**config.mk**
```make
export PLATFORM = sky130hd
export DESIGN_NAME = hazard_ctrl_flat
export DESIGN_NICKNAME = d
export VERILOG_FILES = /design/src/rtl/pipeline_pkg.sv /design/src/rtl/hazard_ctrl_if.sv /design/src/rtl/hazard_ctrl_fwd_sel.sv /design/src/rtl/hazard_ctrl.sv /design/src/flat_wrapper.sv
export SDC_FILE = /design/constraint.sdc
export NUM_CORES = 1
export LEC_CHECK = 0
export CORE_UTILIZATION = 53
export CTS_BUF_LIST = sky130_fd_sc_hd__clkbuf_4
export DETAILED_ROUTE_END_ITERATION = 8
export GPL_ROUTABILITY_DRIVEN = 0
export GPL_TIMING_DRIVEN = 0
export PLACE_DENSITY = 0.85
export SLEW_MARGIN = 20
export SYNTH_ARGS = -nofsm -noshare
export SYNTH_HDL_FRONTEND = slang
export SYNTH_SLANG_ARGS = --single-unit
```
**constraint.sdc**
```tcl
create_clock -name clk -period 6.5 [get_ports clk]
set_input_delay 1.3 -clock clk [delete_from_list [all_inputs] [get_ports clk]]
set_output_delay 1.3 -clock clk [all_outputs]
set_load 0.02 [all_outputs]
```
**src/rtl/pipeline_pkg.sv**
```systemverilog
// Shared types for the RV32I hazard/sequencing controller.
// Stage tag bundles, FSM states and forward-select encodings.
package pipeline_pkg;

    localparam int REG_W = 5;

    localparam logic [1:0] FWD_REG = 2'b00;
    localparam logic [1:0] FWD_W   = 2'b01;
    localparam logic [1:0] FWD_M   = 2'b10;

    typedef enum logic {
        RUN,
        MEM_WAIT
    } state_t;

    typedef struct packed {
        logic [REG_W-1:0] rs1;
        logic [REG_W-1:0] rs2;
        logic [REG_W-1:0] rd;
        logic             regwrite;
        logic             load;
        logic             mem;
    } stage_tag_t;

    typedef struct packed {
        logic [REG_W-1:0] rd;
        logic             regwrite;
        logic             mem;
    } mw_tag_t;

    typedef struct packed {
        logic [REG_W-1:0] rd;
        logic             regwrite;
    } wb_tag_t;

endpackage

```
**src/rtl/hazard_ctrl_if.sv**
```systemverilog
// Decode-side inputs and stall/flush/forward outputs of hazard_ctrl.
// master = pipeline side, slave = hazard controller.
interface hazard_ctrl_if #(
    parameter int REG_AW    = 5,
    parameter int CNT_WIDTH = 32
);
    logic [REG_AW-1:0]    Rs1D_i;
    logic [REG_AW-1:0]    Rs2D_i;
    logic [REG_AW-1:0]    RdD_i;
    logic                 RegWriteD_i;
    logic                 LoadD_i;
    logic                 MemD_i;
    logic                 PCSrcE_i;
    logic                 mem_ready_i;
    logic                 StallF_o;
    logic                 StallD_o;
    logic                 StallE_o;
    logic                 StallM_o;
    logic                 FlushD_o;
    logic                 FlushE_o;
    logic [1:0]           ForwardAE_o;
    logic [1:0]           ForwardBE_o;
    logic [CNT_WIDTH-1:0] stall_cnt_o;
    logic [CNT_WIDTH-1:0] flush_cnt_o;
    logic                 err_o;

    modport master (
        output Rs1D_i, Rs2D_i, RdD_i, RegWriteD_i, LoadD_i, MemD_i,
        output PCSrcE_i, mem_ready_i,
        input  StallF_o, StallD_o, StallE_o, StallM_o, FlushD_o, FlushE_o,
        input  ForwardAE_o, ForwardBE_o, stall_cnt_o, flush_cnt_o, err_o
    );

    modport slave (
        input  Rs1D_i, Rs2D_i, RdD_i, RegWriteD_i, LoadD_i, MemD_i,
        input  PCSrcE_i, mem_ready_i,
        output StallF_o, StallD_o, StallE_o, StallM_o, FlushD_o, FlushE_o,
        output ForwardAE_o, ForwardBE_o, stall_cnt_o, flush_cnt_o, err_o
    );

endinterface

```
**src/rtl/hazard_ctrl_fwd_sel.sv**
```systemverilog
// Execute-stage source vs M/W destination comparator.
// The M match wins since it holds the younger result.
module fwd_sel
    import pipeline_pkg::*;
#(
    parameter int AW = 5
) (
    input  logic [AW-1:0] src,
    input  logic [AW-1:0] rd_m,
    input  logic          rw_m,
    input  logic [AW-1:0] rd_w,
    input  logic          rw_w,
    output logic [1:0]    sel
);

    always_comb begin
        sel = FWD_REG;
        if (rw_m && rd_m != '0 && rd_m == src)
            sel = FWD_M;
        else if (rw_w && rd_w != '0 && rd_w == src)
            sel = FWD_W;
    end

endmodule

```
**src/rtl/hazard_ctrl.sv**
```systemverilog
// Hazard and sequencing controller for the 5-stage RV32I pipeline.
// Shadows E/M/W tags to drive forwarding, stalls, flushes and memory freeze.
module hazard_ctrl
    import pipeline_pkg::*;
#(
    parameter int REG_AW      = REG_W,
    parameter int CNT_WIDTH   = 32,
    parameter int MEM_TIMEOUT = 16
) (
    input  logic   clk,
    input  logic   rst,
    hazard_ctrl_if.slave bus
);

    localparam int WCW = $clog2(MEM_TIMEOUT + 1);
    localparam logic [WCW-1:0] WC_MAX  = WCW'(MEM_TIMEOUT);
    localparam logic [WCW-1:0] WC_LAST = WCW'(MEM_TIMEOUT - 1);

    state_t               state;
    state_t               state_nx;
    stage_tag_t           tag_d;
    stage_tag_t           tag_e;
    mw_tag_t              tag_m;
    wb_tag_t              tag_w;
    logic [WCW-1:0]       wait_cnt;
    logic [CNT_WIDTH-1:0] stall_cnt;
    logic [CNT_WIDTH-1:0] flush_cnt;
    logic                 err;
    logic                 freeze;
    logic                 lw_stall;
    logic                 stall_f;
    logic                 stall_d;
    logic                 stall_em;
    logic                 flush_d;
    logic                 flush_e;

    always_comb begin
        tag_d.rs1      = bus.Rs1D_i;
        tag_d.rs2      = bus.Rs2D_i;
        tag_d.rd       = bus.RdD_i;
        tag_d.regwrite = bus.RegWriteD_i;
        tag_d.load     = bus.LoadD_i;
        tag_d.mem      = bus.MemD_i;
    end

    // Freeze beats redirect, redirect beats load-use.
    always_comb begin
        freeze   = tag_m.mem && !bus.mem_ready_i;
        lw_stall = tag_e.load && tag_e.rd != '0 &&
                   (tag_e.rd == bus.Rs1D_i || tag_e.rd == bus.Rs2D_i);
        stall_f  = 1'b0;
        stall_d  = 1'b0;
        stall_em = 1'b0;
        flush_d  = 1'b0;
        flush_e  = 1'b0;
        if (rst) begin
            stall_f = 1'b0;
        end else if (freeze) begin
            stall_f  = 1'b1;
            stall_d  = 1'b1;
            stall_em = 1'b1;
        end else if (bus.PCSrcE_i) begin
            flush_d = 1'b1;
            flush_e = 1'b1;
        end else if (lw_stall) begin
            stall_f = 1'b1;
            stall_d = 1'b1;
            flush_e = 1'b1;
        end
    end

    always_comb begin
        state_nx = state;
        unique case (state)
            RUN:      if (freeze)          state_nx = MEM_WAIT;
            MEM_WAIT: if (bus.mem_ready_i) state_nx = RUN;
        endcase
    end

    always_ff @(posedge clk or posedge rst) begin
        if (rst) begin
            state     <= RUN;
            tag_e     <= '0;
            tag_m     <= '0;
            tag_w     <= '0;
            wait_cnt  <= '0;
            stall_cnt <= '0;
            flush_cnt <= '0;
            err       <= 1'b0;
        end else begin
            state <= state_nx;
            if (!stall_em) begin
                tag_e          <= flush_e ? '0 : tag_d;
                tag_m.rd       <= tag_e.rd;
                tag_m.regwrite <= tag_e.regwrite;
                tag_m.mem      <= tag_e.mem;
                tag_w.rd       <= tag_m.rd;
                tag_w.regwrite <= tag_m.regwrite;
            end
            if (state == RUN)
                wait_cnt <= '0;
            else if (wait_cnt != WC_MAX)
                wait_cnt <= wait_cnt + 1'b1;
            if (state == MEM_WAIT && wait_cnt == WC_LAST)
                err <= 1'b1;
            stall_cnt <= stall_cnt + CNT_WIDTH'(stall_f);
            flush_cnt <= flush_cnt + CNT_WIDTH'(flush_e);
        end
    end

    fwd_sel #(.AW(REG_AW)) u_fwd_a (
        .src  (tag_e.rs1),
        .rd_m (tag_m.rd),
        .rw_m (tag_m.regwrite),
        .rd_w (tag_w.rd),
        .rw_w (tag_w.regwrite),
        .sel  (bus.ForwardAE_o)
    );

    fwd_sel #(.AW(REG_AW)) u_fwd_b (
        .src  (tag_e.rs2),
        .rd_m (tag_m.rd),
        .rw_m (tag_m.regwrite),
        .rd_w (tag_w.rd),
        .rw_w (tag_w.regwrite),
        .sel  (bus.ForwardBE_o)
    );

    assign bus.StallF_o    = stall_f;
    assign bus.StallD_o    = stall_d;
    assign bus.StallE_o    = stall_em;
    assign bus.StallM_o    = stall_em;
    assign bus.FlushD_o    = flush_d;
    assign bus.FlushE_o    = flush_e;
    assign bus.stall_cnt_o = stall_cnt;
    assign bus.flush_cnt_o = flush_cnt;
    assign bus.err_o       = err;

endmodule

```
**src/flat_wrapper.sv**
```systemverilog
// flat-port wrapper written by rule: the top's interface ports become plain ports
module hazard_ctrl_flat import pipeline_pkg::*;
#(
    parameter int REG_AW      = REG_W,
    parameter int CNT_WIDTH   = 32,
    parameter int MEM_TIMEOUT = 16
)
  (clk, rst, bus_Rs1D_i, bus_Rs2D_i, bus_RdD_i, bus_RegWriteD_i, bus_LoadD_i, bus_MemD_i, bus_PCSrcE_i, bus_mem_ready_i, bus_StallF_o, bus_StallD_o, bus_StallE_o, bus_StallM_o, bus_FlushD_o, bus_FlushE_o, bus_ForwardAE_o, bus_ForwardBE_o, bus_stall_cnt_o, bus_flush_cnt_o, bus_err_o);
  hazard_ctrl_if #(.REG_AW(REG_AW), .CNT_WIDTH(CNT_WIDTH)) bus_i ();
  input  logic clk;
  input  logic rst;
  input wire logic [$bits(bus_i.Rs1D_i)-1:0] bus_Rs1D_i;
  input wire logic [$bits(bus_i.Rs2D_i)-1:0] bus_Rs2D_i;
  input wire logic [$bits(bus_i.RdD_i)-1:0] bus_RdD_i;
  input wire logic [$bits(bus_i.RegWriteD_i)-1:0] bus_RegWriteD_i;
  input wire logic [$bits(bus_i.LoadD_i)-1:0] bus_LoadD_i;
  input wire logic [$bits(bus_i.MemD_i)-1:0] bus_MemD_i;
  input wire logic [$bits(bus_i.PCSrcE_i)-1:0] bus_PCSrcE_i;
  input wire logic [$bits(bus_i.mem_ready_i)-1:0] bus_mem_ready_i;
  output wire logic [$bits(bus_i.StallF_o)-1:0] bus_StallF_o;
  output wire logic [$bits(bus_i.StallD_o)-1:0] bus_StallD_o;
  output wire logic [$bits(bus_i.StallE_o)-1:0] bus_StallE_o;
  output wire logic [$bits(bus_i.StallM_o)-1:0] bus_StallM_o;
  output wire logic [$bits(bus_i.FlushD_o)-1:0] bus_FlushD_o;
  output wire logic [$bits(bus_i.FlushE_o)-1:0] bus_FlushE_o;
  output wire logic [$bits(bus_i.ForwardAE_o)-1:0] bus_ForwardAE_o;
  output wire logic [$bits(bus_i.ForwardBE_o)-1:0] bus_ForwardBE_o;
  output wire logic [$bits(bus_i.stall_cnt_o)-1:0] bus_stall_cnt_o;
  output wire logic [$bits(bus_i.flush_cnt_o)-1:0] bus_flush_cnt_o;
  output wire logic [$bits(bus_i.err_o)-1:0] bus_err_o;
  assign bus_i.Rs1D_i = bus_Rs1D_i;
  assign bus_i.Rs2D_i = bus_Rs2D_i;
  assign bus_i.RdD_i = bus_RdD_i;
  assign bus_i.RegWriteD_i = bus_RegWriteD_i;
  assign bus_i.LoadD_i = bus_LoadD_i;
  assign bus_i.MemD_i = bus_MemD_i;
  assign bus_i.PCSrcE_i = bus_PCSrcE_i;
  assign bus_i.mem_ready_i = bus_mem_ready_i;
  assign bus_StallF_o = bus_i.StallF_o;
  assign bus_StallD_o = bus_i.StallD_o;
  assign bus_StallE_o = bus_i.StallE_o;
  assign bus_StallM_o = bus_i.StallM_o;
  assign bus_FlushD_o = bus_i.FlushD_o;
  assign bus_FlushE_o = bus_i.FlushE_o;
  assign bus_ForwardAE_o = bus_i.ForwardAE_o;
  assign bus_ForwardBE_o = bus_i.ForwardBE_o;
  assign bus_stall_cnt_o = bus_i.stall_cnt_o;
  assign bus_flush_cnt_o = bus_i.flush_cnt_o;
  assign bus_err_o = bus_i.err_o;
  hazard_ctrl #(.REG_AW(REG_AW), .CNT_WIDTH(CNT_WIDTH), .MEM_TIMEOUT(MEM_TIMEOUT)) u_core (.clk(clk), .rst(rst), .bus(bus_i));
endmodule
```
-- After elaboration in Yosys (flattened, before gate mapping)
Cells that the tools add are included.
- register bits after elaboration: 102
- bits of input ports: 22
- mux-type cells: 21
- bitwise gates (word level): 1
- reduce and logical (&&, ||, !) cells: 15
- $add $sub $neg: 3
- equality and inequality tests: 9
- operators by type and width (operator ; count):
    $add A32 B1 Y32 ; 2
    $eq A5 B5 Y1 ; 6
    $mux W18 ; 1
    $mux W1 ; 15
    $reduce_bool A5 Y1 ; 3
    $logic_and A1 B1 Y1 ; 10
    $mux W5 ; 2
    $add A5 B1 Y5 const B ; 1
    $eq A5 B4 Y1 const B ; 1
    $ne A5 B5 Y1 const B ; 1
    $mux W2 ; 2
    $ne A2 B2 Y1 const B ; 1
    $pmux W1 S2 ; 1
    $logic_not A1 Y1 ; 1
    $logic_or A1 B1 Y1 ; 1
    $not A1 Y1 ; 1

-- Depth between registers and ports, before layout
Gate-level depths: netlist (run 1).
- depth in word-level cells: 8
- mapped depth: 12

-- Cells and area by module
From an unflattened synthesis (run 1), not the netlist that was laid out.
- cells, all modules: 434
- area, all modules: 4788.3 sq um
- modules (own cells, without submodules) (module ; seq. area each (sq um) ; instances ; cells an instance ; area each (sq um)):
    hazard_ctrl ; 2552.4 ; 1 ; 394 ; 4485.6
    fwd_sel ; 0.0 ; 2 ; 20 ; 151.4

-- Worst setup path after synthesis (run 1)
Ideal clock, no wire load.
- kind: input-to-reg
- from: input port rst
- to: register u_core.flush_cnt[28], in the netlist u_core.bus.flush_cnt_o[28]
- required time: 6370 ps
- slack: 740 ps
- library setup time: 130 ps
- arrival: 5630 ps
- stages: 10
- path through: clkbuf_1 inv_1 and3_1 ha_1 ha_1 and4_1 nand3_1 nor4_2 nand3_1 xnor2_1
- longest elaborated chain between the ends: 2
- RTL lines (item ; line ; source):
    start: declaration ; flat_wrapper.sv:11 ; input logic rst;
    $mux W1 ; hazard_ctrl.sv:56 ; if (rst) begin
    named net bus_FlushE_o ; flat_wrapper.sv:25 ; output wire logic [$bits(bus_i.FlushE_o)-1:0] bus_FlushE_o;
    $add A32 B1 Y32 ; hazard_ctrl.sv:107 ; flush_cnt <= flush_cnt + CNT_WIDTH'(flush_e);
    end signal: assignment ; hazard_ctrl.sv:107 ;
    end: declaration ; hazard_ctrl.sv:27 ; logic [CNT_WIDTH-1:0] flush_cnt;
The timed path passes the listed nets, and every way through them passes these cells.
A chain may end at the register's enable or synchronous reset.

-- Worst setup path in the final report (run 1)
- from: input port rst
- to: output port bus_StallF_o
- longest elaborated chain between the ends: 1
- RTL lines (item ; line ; source):
    $mux W1 ; hazard_ctrl.sv:56 ;
    end: declaration ; flat_wrapper.sv:20 ; output wire logic [$bits(bus_i.StallF_o)-1:0] bus_StallF_o;
No other way between the ends.

==> summary by stage, run 1 <==
CTS
The maximum number of buffers from clock root to sink is 2. The number of clock sinks seen by CTS is 102. For the worst-skew pair, the clock arrives at the later sink with an insertion delay of 430 ps. The number of levels the H-tree was split into is 3. Hold repair after CTS inserted 0 buffers. The number of clock buffers added by TritonCTS is 9. TritonCTS built the clock tree. The number of instances resized during post-cts repair is 0. After clock tree synthesis, the clock-pin slew on the worst setup and hold paths is 150 ps. After clock tree synthesis, the setup repair step added 0 buffers. The clock tree root driver cell is sky130_fd_sc_hd__clkbuf_4.

Cells and area
The area of combinational cells with multiple inputs is 0.00212 mm². The sequential cells in the finished layout cover a total of 0.00255 mm². The synthesis-to-layout area growth is 26.3%. In the final design database the tool counted 562 nets.

The share of the core filled with cells in the final layout is 68.9%. The post-route non-filler standard cell count is 646. The post-route netlist has 7.62% of its cells at a drive strength greater than 1. Fill cells in the final layout number 644. The total inserted antenna cells is 0.

Worst setup path
The endpoint of the worst register-to-register path is u_core.bus.flush_cnt_o[28]. At the worst endpoint, the required time is 5200 ps. The sum of buffers and inverters on the critical path is 6. The cell repeated most along the worst path is sky130_fd_sc_hd__clkdlybuf4s50_1.

Measured in cells, the most critical reg-to-reg path has a length of 12. The critical path crosses 7 cells after its start point. The startpoint identified for the worst register-to-register timing path is u_core.tag_e[6].

Data arrives at the worst endpoint at 3670 ps. The critical setup path kind is input pin to output pin. The setup check on the worst reg-to-reg path leaves a slack of 3160 ps. Of all nets on the critical path, the largest fanout is 80.

The capturing element type of the critical path is an output pin. The cell type of the slowest stage on the worst timing path is sky130_fd_sc_hd__clkdlybuf4s50_1. In this design, the stage delay of the slowest critical-path cell is 590 ps.

Traced cell by cell, the critical path runs through clkdlybuf4s50_1, clkbuf_1, inv_6, buf_16, and2_1, buf_4, clkdlybuf4s50_1. The cell class contributing the biggest share of worst-path delay is buffers and inverters. The worst setup path is launched from an input pin.

Pwr
After layout, the design draws a total of 1.31 mW. In this run the power density over the cells is 218 mW/mm². The maximum VDD drop is 0.191 mV. The reported leakage power is 2.58 nW.

Floorplan
The height of the chip is 96.8 µm. The number of core rows is 34. The core area is 0.00872 mm². In this run the horizontal extent of the chip is 96.8 µm. The initial core utilization is 54.6%.

In this run the count of I/O pins placed on the die edge is 97. The die covers 0.00936 mm².

Route
The first-pass iteration count of the detailed router is 4. In the final routed layout, each cell accounts on average for 14.8 µm. In this run, the number of DRC markers left after iteration 0 of detailed routing was 129. In the routed layout, each cell is associated on average with a via count of 5.60.

In the routed design, unresolved DRC markers number 0. The total wire length after detailed routing is 9590 µm. Once detail routing completed, the nets flagged for antenna violations numbered 0.

The final route contains 3619 vias.

Place
Detailed placement ended at an HPWL of 7080 µm. The cell total after placement is 630. During placement, the flow inserted port buffers numbering 96.

Global route
The number of global-route vias before repair is 3660. The number of antenna violations at the first check in global routing is 0. The global routing usage summed across all routing layers is 22.0%. Entering global routing, the biggest net connects 81 pins. For this run the aggregate overflow at the end of global routing stands at 0. The wire length of the first global-routing pass is 16900 µm.

Run status
The run finished with clean final reports.

Min path
The path class of the tightest hold or removal check is flop to flop. Along the worst hold path, the cell count comes to 1. The critical hold path startpoint is u_core.bus.err_o.

For hold timing, the worst endpoint is u_core.bus.err_o.

Synth
In the synthesized netlist, the cells that appear most often are sky130_fd_sc_hd__dfrtp_1 (102), sky130_fd_sc_hd__xnor2_1 (55), sky130_fd_sc_hd__nand2_1 (39), sky130_fd_sc_hd__xor2_1 (39), sky130_fd_sc_hd__nand3_1 (29). The distinct cell type count of the synthesized netlist is 36. Sorting the synthesized cells by area gives the leading types as sky130_fd_sc_hd__dfrtp_1 (54%), sky130_fd_sc_hd__xnor2_1 (10%), sky130_fd_sc_hd__xor2_1 (7.2%). The top-area cell type share of the netlist area is 53.6%.

Counting flops with an async set or reset pin after synthesis yields a share of 100%. In the synthesized netlist the dominant register cell turns out to be sky130_fd_sc_hd__dfrtp_1. The most common cell in the synthesized netlist is sky130_fd_sc_hd__dfrtp_1. The synthesis-stage register bit count is 102. The number of nets produced by synthesis is 454. The number of instances in the synthesized netlist is 425. The number of enable flip-flop cells after synthesis is 0. In this run the mean area of a mapped cell was 11.2 µm². For this run, the number of Yosys warnings is 0. The proportion of synthesized chip area in sequential cells is 53.6%.

The total standard cell area after synthesis is 0.00476 mm². The cell type with the largest total area after synthesis is sky130_fd_sc_hd__dfrtp_1.

STA
The transition time at the pin with the least slew margin is 563 ps. Subtracting the final worst setup slack from the clock period gives 4970 ps. The final count of hold timing violations is 0. The maximum clock rate is 0.201 GHz. The final count of pins violating max slew is 0. Dividing the final minimum period by the clock period gives 76.5%. The largest clock skew in the final design is 22.6 ps. The final number of setup-violating endpoints is 0. The post-route setup TNS is 0 ps. Setup repair after global routing left no endpoint under its margin. The remaining max-slew budget at the tightest pin is 62.1%.

Run
The max-cap check violation count is 0.
-- registers in the layout, summed over array words and instances (netlist names) --
name	count
u_core.wait_cnt	5
u_core.bus.err_o	1
u_core.tag_m	7
u_core.bus.stall_cnt_o	32
u_core.bus.flush_cnt_o	32
u_core.state	1
u_core.tag_w	6
u_core.tag_e	18
-- worst max path at each step --
stage / slack (ps) / endpoint / startpoint
final: 1530 / bus_StallF_o / rst
after global routing: 1290 / bus_StallF_o / rst
after CTS: 1470 / bus_StallF_o / rst
after detailed placement: 1480 / bus_StallF_o / rst
after global placement: -900 / bus_StallF_o / rst
after floorplan: 740 / u_core.bus.flush_cnt_o[28] / rst
-- layer usage --
metal  part of all wire [%]  up-vias  track usage [%]
met5                      0        -                0
met3                    5.0        9             4.05
li1                       -     1694                -
met1                     44     1799             28.8
met2                     50      117             36.5
met4                    1.4        0             8.38
-- layout by cell type (no fill, tap or decap), types with 2 or more instances in the layout --
master | synthesis | routed
sky130_fd_sc_hd__a22oi_1 | 19 | 19
sky130_fd_sc_hd__and2_1 | 5 | 5
sky130_fd_sc_hd__and3_1 | 8 | 8
sky130_fd_sc_hd__and4_1 | 7 | 7
sky130_fd_sc_hd__buf_4 | 3 | 3
sky130_fd_sc_hd__clkbuf_1 | 8 | 8
sky130_fd_sc_hd__clkbuf_4 | 0 | 10
sky130_fd_sc_hd__clkdlybuf4s50_1 | 0 | 96
sky130_fd_sc_hd__clkinv_4 | 0 | 3
sky130_fd_sc_hd__clkinvlp_4 | 0 | 3
sky130_fd_sc_hd__dfrtp_1 | 102 | 102
sky130_fd_sc_hd__ha_1 | 7 | 7
sky130_fd_sc_hd__inv_1 | 6 | 5
sky130_fd_sc_hd__mux2_2 | 12 | 12
sky130_fd_sc_hd__nand2_1 | 39 | 39
sky130_fd_sc_hd__nand3_1 | 29 | 29
sky130_fd_sc_hd__nand4_1 | 15 | 15
sky130_fd_sc_hd__nor2_1 | 17 | 17
sky130_fd_sc_hd__nor3_1 | 6 | 6
sky130_fd_sc_hd__nor4_1 | 6 | 6
sky130_fd_sc_hd__nor4_2 | 2 | 2
sky130_fd_sc_hd__o21ai_0 | 20 | 20
sky130_fd_sc_hd__or4_1 | 5 | 5
sky130_fd_sc_hd__xnor2_1 | 55 | 55
sky130_fd_sc_hd__xor2_1 | 39 | 39
-- stage by stage --
step	setup WS, ps	hold WS, ps	area (µm²)
2_1_floorplan	740	440	4760
3_3_place_gp	-896	442	5860
3_5_place_dp	1480	448	5890
4_1_cts	1470	485	6010
5_1_grt	1290	506	6010
6_report	1530	477	6010
-- logic make-up after synthesis --
group | Yosys count | synth area share, %
xor gates and xnor gates | 94 | 17.3
buffers and inverters | 19 | 1.79
and+or+nand+nor | 146 | 16.6
adders and majority gates | 7 | 1.84
muxes | 12 | 2.84
DFF | 102 | 53.6
AOI/OAI and AO/OA | 45 | 6.02
-- where the power goes --
part	switching, mW	leakage, nW	internal, mW
combinational	0.125	1.19	0.130
clock	0.210	0.0588	0.0850
sequential	0.0740	1.34	0.690
total	0.408	2.58	0.905
-- layout make-up --
cell class | instances | share of cell area [%]
Timing Repair Buffer | 97 | 16.4
Clock inverter | 6 | 0.812
Clock buffer | 10 | 1.25
Tap cell | 108 | 2.25
Buffer | 13 | 1.04
Multi-Input combinational cell | 304 | 35.3
Sequential cell | 102 | 42.5
Inverter | 6 | 0.458
No activity file was read; power rests on OpenSTA's default activity.
==> run 2, diff against run 1 <==
--- a/config.mk
+++ b/config.mk
@@ -5,12 +5,12 @@
 export SDC_FILE = /design/constraint.sdc
 export NUM_CORES = 1
 export LEC_CHECK = 0
-export CORE_UTILIZATION = 53
+export CORE_UTILIZATION = 48
 export CTS_BUF_LIST = sky130_fd_sc_hd__clkbuf_4
 export DETAILED_ROUTE_END_ITERATION = 8
 export GPL_ROUTABILITY_DRIVEN = 0
 export GPL_TIMING_DRIVEN = 0
-export PLACE_DENSITY = 0.85
+export PLACE_DENSITY = 0.81
 export SLEW_MARGIN = 20
 export SYNTH_ARGS = -nofsm -noshare
 export SYNTH_HDL_FRONTEND = slang
==> constraint.sdc (replaced) <==
create_clock -name clk -period 4.1 [get_ports clk]
set_input_delay 0.82 -clock clk [delete_from_list [all_inputs] [get_ports clk]]
set_output_delay 0.82 -clock clk [all_outputs]
set_load 0.02 [all_outputs]
==> run 2 against run 1 <==
  * Worst hold slack improved by 14 ps
  * Worst setup slack worse by 1300 ps
  * Sequential power grew 60%
  * Largest power group unchanged
==> summary by stage, run 2 (same netlist as run 1, synthesis figures left out) <==
Run status
The run finished with clean final reports.

Run
The max-cap check violation count is 0 (unchanged).

Pwr
The overall power is 2.11 mW (+61%). The ratio of total power to cell area is 343 mW/mm² (+57%). The reported leakage power is 2.64 nW (+2.4%). The maximum VDD drop is 0.168 mV (-12%).

Worst setup path
On the critical path, the stage with the largest delay is an instance of sky130_fd_sc_hd__clkdlybuf4s50_1. The count of cells along the worst register-to-register path is 11 (-1). The critical path arrival is 3060 ps (-610 ps). The worst stage delay on the critical path is 590 ps (about the same). The setup slack of the worst register-to-register path came to 660 ps (-2500 ps). The maximum fanout count along the critical path is 4 (-95%).

The cell repeated most along the worst path is sky130_fd_sc_hd__clkdlybuf4s50_1. The worst setup path startpoint is bus_Rs2D_i[3]. The worst setup path is captured at an output pin.

The startpoint identified for the worst register-to-register timing path is u_core.tag_e[6]. The data required time of the critical path was 3280 ps (-1920 ps). The endpoint of the worst register-to-register path is u_core.bus.flush_cnt_o[29]. Traced cell by cell, the critical path runs through clkdlybuf4s50_1, xor2_1, nor3_1, a22oi_1, o31ai_1, and2_1, buf_4, clkdlybuf4s50_1. STA classifies the critical path startpoint as an input pin.

The most critical setup path has its endpoint at bus_StallF_o. The setup path with the least slack is of type input pin to output pin.

STA
The largest clock skew in the final design is 25.0 ps (+2.38 ps). The transition time at the pin with the least slew margin was 700 ps (+138 ps). The final count of pins violating max slew is 0 (unchanged). For the finished layout, the period the worst path requires is 3880 ps. Timing would allow up to 0.258 GHz.

The setup slack of the critical path after layout came to 217 ps (-1310 ps). The final count of hold timing violations is 0 (unchanged). The final number of setup-violating endpoints was 0 (unchanged). The remaining max-slew budget at the tightest pin came to 52.9% (-9.3 points). The post-route setup TNS is 0 ps (unchanged).

The post-route fraction of the period consumed by the critical path is 94.7%. Setup repair after global routing left no endpoint under its margin.

CTS
The clock tree root driver cell is sky130_fd_sc_hd__clkbuf_4. The maximum number of buffers from clock root to sink is 2 (unchanged). The CTS clock-pin slew for the worst setup and hold paths is 150 ps (about the same). The number of levels the H-tree was split into is 3 (unchanged). The number of clock sinks seen by CTS came to 102 (unchanged). The post-CTS setup buffer count is 0 (unchanged). The post-cts hold buffer count is 0 (unchanged). The number of buffers added by the clock tree synthesis step is 9 (unchanged). The CTS tree is yes. The insertion delay to the later sink of the worst-skew pair is 440 ps (about the same).

The number of instances resized during post-cts repair was 0 (unchanged).

Cells and area
The filler cell count is 743 (+15%). The area growth from synthesis to layout is 29.4%. The top cell types in the final layout, fill and taps aside, are sky130_fd_sc_hd__dfrtp_1 (102), sky130_fd_sc_hd__clkdlybuf4s50_1 (96), sky130_fd_sc_hd__xnor2_1 (55), sky130_fd_sc_hd__xor2_1 (39), sky130_fd_sc_hd__nand2_1 (39). Leaving out fill and tap cells, the most frequent cell in the layout is sky130_fd_sc_hd__dfrtp_1.

The total inserted antenna cells is 0 (unchanged). The proportion of layout cells with a drive suffix above 1 is 9.26% (+1.6 points). The number of nets in the layout came to 564 (+0.36%).

Global route
The global routing usage summed across all routing layers is 21.2% (-0.81 points). The maximum number of pins on one net before global-route repair came to 35 (-57%). The number of global-route vias before repair came to 3509 (-4.1%). The number of antenna violations at the first check in global routing is 0 (unchanged). The remaining global-route overflow is 0 (unchanged).

The wire length of the first global-routing pass was 17000 µm (+0.32%).

Route
The number of antenna-violating nets in the routed design came to 0 (unchanged). The total wire length after detailed routing is 10100 µm (+5.8%). The iteration-0 DRC count of the detailed router was 114 (-12%). The post-detailed-route via-to-cell ratio was 5.35 (-4.4%). The final routed wire length divided by cell count is 15.2 µm (+2.2%). The first-pass iteration count of the detailed router came to 5 (+1). The total number of vias is 3582 (-1.0%). The number of remaining DRC errors was 0 (unchanged).

Floorplan
The core area is 0.00942 mm² (+8.0%). The number of core rows is 35 (+2.9%). The initial core utilization is 50.6% (-4.0 points). The height of the chip was 102 µm (+5.0%). The die footprint is 0.0103 mm² (+10%). The number of top-level pins is 97 (unchanged). The die width is 102 µm (+5.0%).

Place
The count of input and output buffers came to 96 (unchanged). The placement-stage worst setup slack is -190 ps (-1670 ps). The HPWL reported at the end of detailed placement came to 7490 µm (+5.8%).

Min path
In this run the worst hold path is classified as flop to flop.
-- run 2: cell count changes in the layout (fill, tap and decap cells not counted), sizes merged --
cell / delta
buf: +2
clkinvlp: -1
inv: +2
clkbuf: -1
-- run 2: worst min path at each step --
stage | startpoint | endpoint | cells past startpoint
after global placement | u_core.bus.err_o | u_core.bus.err_o | 1
after CTS | u_core.bus.stall_cnt_o[31] | u_core.bus.stall_cnt_o[31] | 1
after floorplan | u_core.tag_e[0] | u_core.tag_m[0] | 1
final | u_core.bus.stall_cnt_o[31] | u_core.bus.stall_cnt_o[31] | 1
after detailed placement | u_core.tag_e[0] | u_core.tag_m[0] | 1
after global routing | u_core.bus.flush_cnt_o[31] | u_core.bus.flush_cnt_o[31] | 1
-- run 2: power breakdown --
part | switching [mW] | internal (mW)
Sequential | 0.122 | 1.09
Clock | 0.343 | 0.128
Combinational | 0.206 | 0.218
Total | 0.672 | 1.44
-- run 2: per-stage QoR --
step | hold slack (ps) | cells | area [µm²] | utilization [%]
finish | 491 | 669 | 6160 | 65.4
global route | 506 | 669 | 6160 | 65.4
CTS | 487 | 669 | 6150 | 65.3
detailed placement | 464 | 653 | 6040 | 64.1
global placement | 441 | 650 | 5980 | 63.5
floorplan | 440 | 425 | 4850 | -
-- run 2: layout make-up --
class                   instances  area [µm²]  area share, %
clock inverters                 7        47.5          0.772
plain buffers                  13        83.8           1.36
repair buffers                 99        1020           16.6
flip-flops and latches        102        2550           41.4
multi-input cells             304        2200           35.7
well taps                     129         161           2.62
inverters                       6        26.3          0.427
clock buffers                   9        67.6           1.10
-- run 2: worst max-delay path: cells and delay by family --
kind | cells | cell delay [ps]
buffers and inverters | 3 | 1180
AO/OA/AOI/OAI | 2 | 460
AND/OR/NAND/NOR | 2 | 430
XOR/XNOR | 1 | 180
-- run 2: routing by layer --
| layer | GRT usage (%) | part of all wire (%) | wire length, µm | vias to the layer above |
|---|---|---|---|---|
| li1 | - | - | - | 1704 |
| met1 | 27.9 | 45 | 4580 | 1760 |
| met2 | 34.8 | 49 | 4980 | 105 |
| met3 | 4.90 | 4.1 | 419 | 13 |
| met4 | 6.58 | 1.6 | 159 | 0 |
| met5 | 0 | 0 | 0 | - |
==> run 3, diff against run 2 <==
--- a/config.mk
+++ b/config.mk
@@ -5,12 +5,14 @@
 export SDC_FILE = /design/constraint.sdc
 export NUM_CORES = 1
 export LEC_CHECK = 0
-export CORE_UTILIZATION = 48
+export ABC_AREA = 0
+export CAP_MARGIN = 20
+export CORE_UTILIZATION = 53
 export CTS_BUF_LIST = sky130_fd_sc_hd__clkbuf_4
 export DETAILED_ROUTE_END_ITERATION = 8
 export GPL_ROUTABILITY_DRIVEN = 0
 export GPL_TIMING_DRIVEN = 0
-export PLACE_DENSITY = 0.81
+export PLACE_DENSITY = 0.85
 export SLEW_MARGIN = 20
 export SYNTH_ARGS = -nofsm -noshare
 export SYNTH_HDL_FRONTEND = slang
==> constraint.sdc (replaced) <==
create_clock -name clk -period 3.95 [get_ports clk]
set_input_delay 0.79 -clock clk [delete_from_list [all_inputs] [get_ports clk]]
set_output_delay 0.79 -clock clk [all_outputs]
set_load 0.02 [all_outputs]
==> run 3 against run 2 <==
  * Design area grew 2.4%
  * Clock power rose by 41%
  * Sequential power up 4%
  * Via count rose by 0.81%
  * Combinational power is 4.7% higher
  * Register-to-register slack lost 30 ps
  * Sequential share of layout area is 0.96 points lower
  * Worst setup slack lost 130 ps
  * Total power increased by 13%
==> summary by stage, run 3 (same netlist as run 1, synthesis figures left out) <==
CTS
The maximum number of buffers from clock root to sink was 2 (unchanged). The number of clock sinks seen by CTS is 102 (unchanged). The insertion delay to the later sink of the worst-skew pair is 440 ps (about the same).

The CTS clock-pin slew for the worst setup and hold paths is 150 ps (about the same). The number of buffers added by the clock tree synthesis step is 9 (unchanged). The post-cts hold buffer count came to 0 (unchanged). TritonCTS built the clock tree. The cell sitting at the root of the clock tree is a sky130_fd_sc_hd__clkbuf_4.

The number of levels the H-tree was split into is 3 (unchanged).

Worst setup path
The critical path arrival is 3080 ps (+20 ps). The worst stage delay on the critical path is 600 ps (about the same). The cell type of the slowest stage on the worst timing path is sky130_fd_sc_hd__clkdlybuf4s50_1. The reg-to-reg startpoint is u_core.tag_e[6]. The worst setup path startpoint is bus_Rs2D_i[3]. The worst register-to-register path ends at u_core.bus.flush_cnt_o[29]. The worst setup path endpoint is bus_StallF_o. The capturing element type of the critical path is an output pin. The startpoint type of the worst setup path is an input pin. Walking the worst path, the cells encountered are clkdlybuf4s50_1, xor2_1, nor3_1, a22oi_1, o31ai_1, and2_2, buf_6, clkdlybuf4s50_1. The data required time of the critical path is 3160 ps (-120 ps). The setup slack of the worst register-to-register path is 630 ps (-30 ps). The cell repeated most along the worst path is sky130_fd_sc_hd__clkdlybuf4s50_1. The count of cells along the worst register-to-register path is 11 (unchanged).

The maximum fanout count along the critical path is 4 (unchanged). The setup path with the least slack is of type input pin to output pin.

Pwr
The maximum VDD drop is 0.302 mV (+80%). The ratio of total power to cell area is 377 mW/mm² (+9.9%). The overall power is 2.37 mW (+13%). The reported leakage power is 2.70 nW (+2.1%).

Route
The number of remaining DRC errors is 0 (unchanged). The first-pass iteration count of the detailed router was 4 (-1). The number of antenna-violating nets in the routed design is 0 (unchanged). The iteration-0 DRC count of the detailed router came to 161 (+41%). The final routed wire length divided by cell count is 15.7 µm (+3.5%). The post-detailed-route via-to-cell ratio is 5.54 (+3.4%). The total number of vias is 3611 (+0.81%).

The total wire length after detailed routing is 10200 µm (+0.89%).

STA
The largest clock skew in the final design is 18.7 ps (-6.29 ps). The post-route worst hold slack came to 481 ps (-9.65 ps). The final number of setup-violating endpoints is 0 (unchanged).

The final count of hold timing violations is 0 (unchanged). Based on the critical path, the design can be clocked at up to 0.259 GHz. The transition time at the pin with the least slew margin was 614 ps (-86.8 ps). The final count of pins violating max slew came to 0 (unchanged). The remaining max-slew budget at the tightest pin was 58.7% (+5.8 points). The post-route fraction of the period consumed by the critical path is 97.9%.

Setup repair after global routing left no endpoint under its margin. The setup slack of the critical path after layout came to 82.7 ps (-134 ps). The worst path in the final design needs a cycle of 3870 ps, including I/O delays and setup. The post-route setup TNS is 0 ps (unchanged).

Cells and area
The library cell used most frequently in the layout, excluding fill and tap cells, is sky130_fd_sc_hd__dfrtp_1. The total inserted antenna cells is 0 (unchanged). In the layout the commonest cells are sky130_fd_sc_hd__dfrtp_1 (102), sky130_fd_sc_hd__clkdlybuf4s50_1 (96), sky130_fd_sc_hd__xnor2_1 (55), sky130_fd_sc_hd__xor2_1 (39), sky130_fd_sc_hd__nand2_1 (35). From synthesis to final layout, the design area changed by 32.5%. The post-route non-filler standard cell count is 652 (-2.5%). The proportion of layout cells with a drive suffix above 1 is 11.8% (+2.5 points). The number of nets in the layout was 569 (+0.89%).

Floorplan
The core area is 0.00872 mm² (-7.4%). The die width came to 96.8 µm (-4.7%). The height of the chip is 96.8 µm (-4.7%).

The number of core rows came to 34 (-2.9%). The number of top-level pins came to 97 (unchanged). The initial core utilization is 54.6% (+4.0 points). The die footprint is 0.00936 mm² (-9.2%).

Place
The cell total after placement was 632 (-3.2%). The count of input and output buffers is 96 (unchanged). The placement-stage worst setup slack came to -252 ps (-61.9 ps). The HPWL reported at the end of detailed placement is 7510 µm (+0.22%).

Global route
The remaining global-route overflow is 0 (unchanged). The number of global-route vias before repair came to 3558 (+1.4%). The number of antenna violations at the first check in global routing is 0 (unchanged).

The global routing usage summed across all routing layers is 22.7% (+1.5 points). The wire length of the first global-routing pass was 17200 µm (+1.3%). The maximum number of pins on one net before global-route repair is 32 (-8.6%).

Min path
The path class of the tightest hold or removal check is flop to flop.

Run status
The run finished with clean final reports.

Run
The max-cap check violation count came to 0 (unchanged).
==> run 3: what timing repair did <==
item                                    in CTS  in global routing
endpoints found under the setup margin       1                  1
resized for setup                            0                  1
buffers inserted                             0                  4
gates cloned                                 1                  0
==> run 3: metrics by stage <==
stage               cell area, µm²  util, %
global route                  6300     72.3
floorplan                     4930        -
CTS                           6270     71.9
detailed placement            6080     69.8
finish                        6300     72.3
global placement              6020     69.1
==> run 3: cell type report <==
cell class                      count  area (µm²)
Buffer                             13        97.6
Multi-Input combinational cell    304        2260
Timing Repair Buffer              103        1050
Clock buffer                        9        67.6
Sequential cell                   102        2550
Clock inverter                      6         110
Fill cell                         621        2420
Timing Repair inverter              1        5.00
Inverter                            6        26.3
Tap cell                          108         135
==> run 3: critical path, delay by kind of cell <==
kind / cells / cell delay, ps
buf+inv: 3 / 1170
simple gates: 2 / 470
xor+xnor: 1 / 170
compound gates: 2 / 480
==> run 3: layer usage <==
layer	global-route usage (%)	part of all wire (%)	vias to the layer above
met3	5.35	4.3	11
met4	5.86	1.2	0
met2	37.0	49	93
met1	30.8	45	1786
li1	-	-	1721
met5	0	0	-
==> run 3: report_power, final <==
group	switching (mW)	internal (mW)	leakage, nW	total (mW)
sequential	0.133	1.13	1.34	1.27
combinational	0.212	0.232	1.27	0.444
clock	0.345	0.318	0.0901	0.663
==> run 3: how the worst min path moves through the flow <==
stage                                     from                          to  cells past startpoint
detailed placement             u_core.tag_e[0]             u_core.tag_m[0]                      1
CTS                            u_core.tag_e[0]             u_core.tag_m[0]                      1
global route        u_core.bus.flush_cnt_o[14]  u_core.bus.flush_cnt_o[14]                      1
floorplan                      u_core.tag_e[0]             u_core.tag_m[0]                      1
global placement    u_core.bus.stall_cnt_o[31]  u_core.bus.stall_cnt_o[31]                      1
finish              u_core.bus.stall_cnt_o[31]  u_core.bus.stall_cnt_o[31]                      1
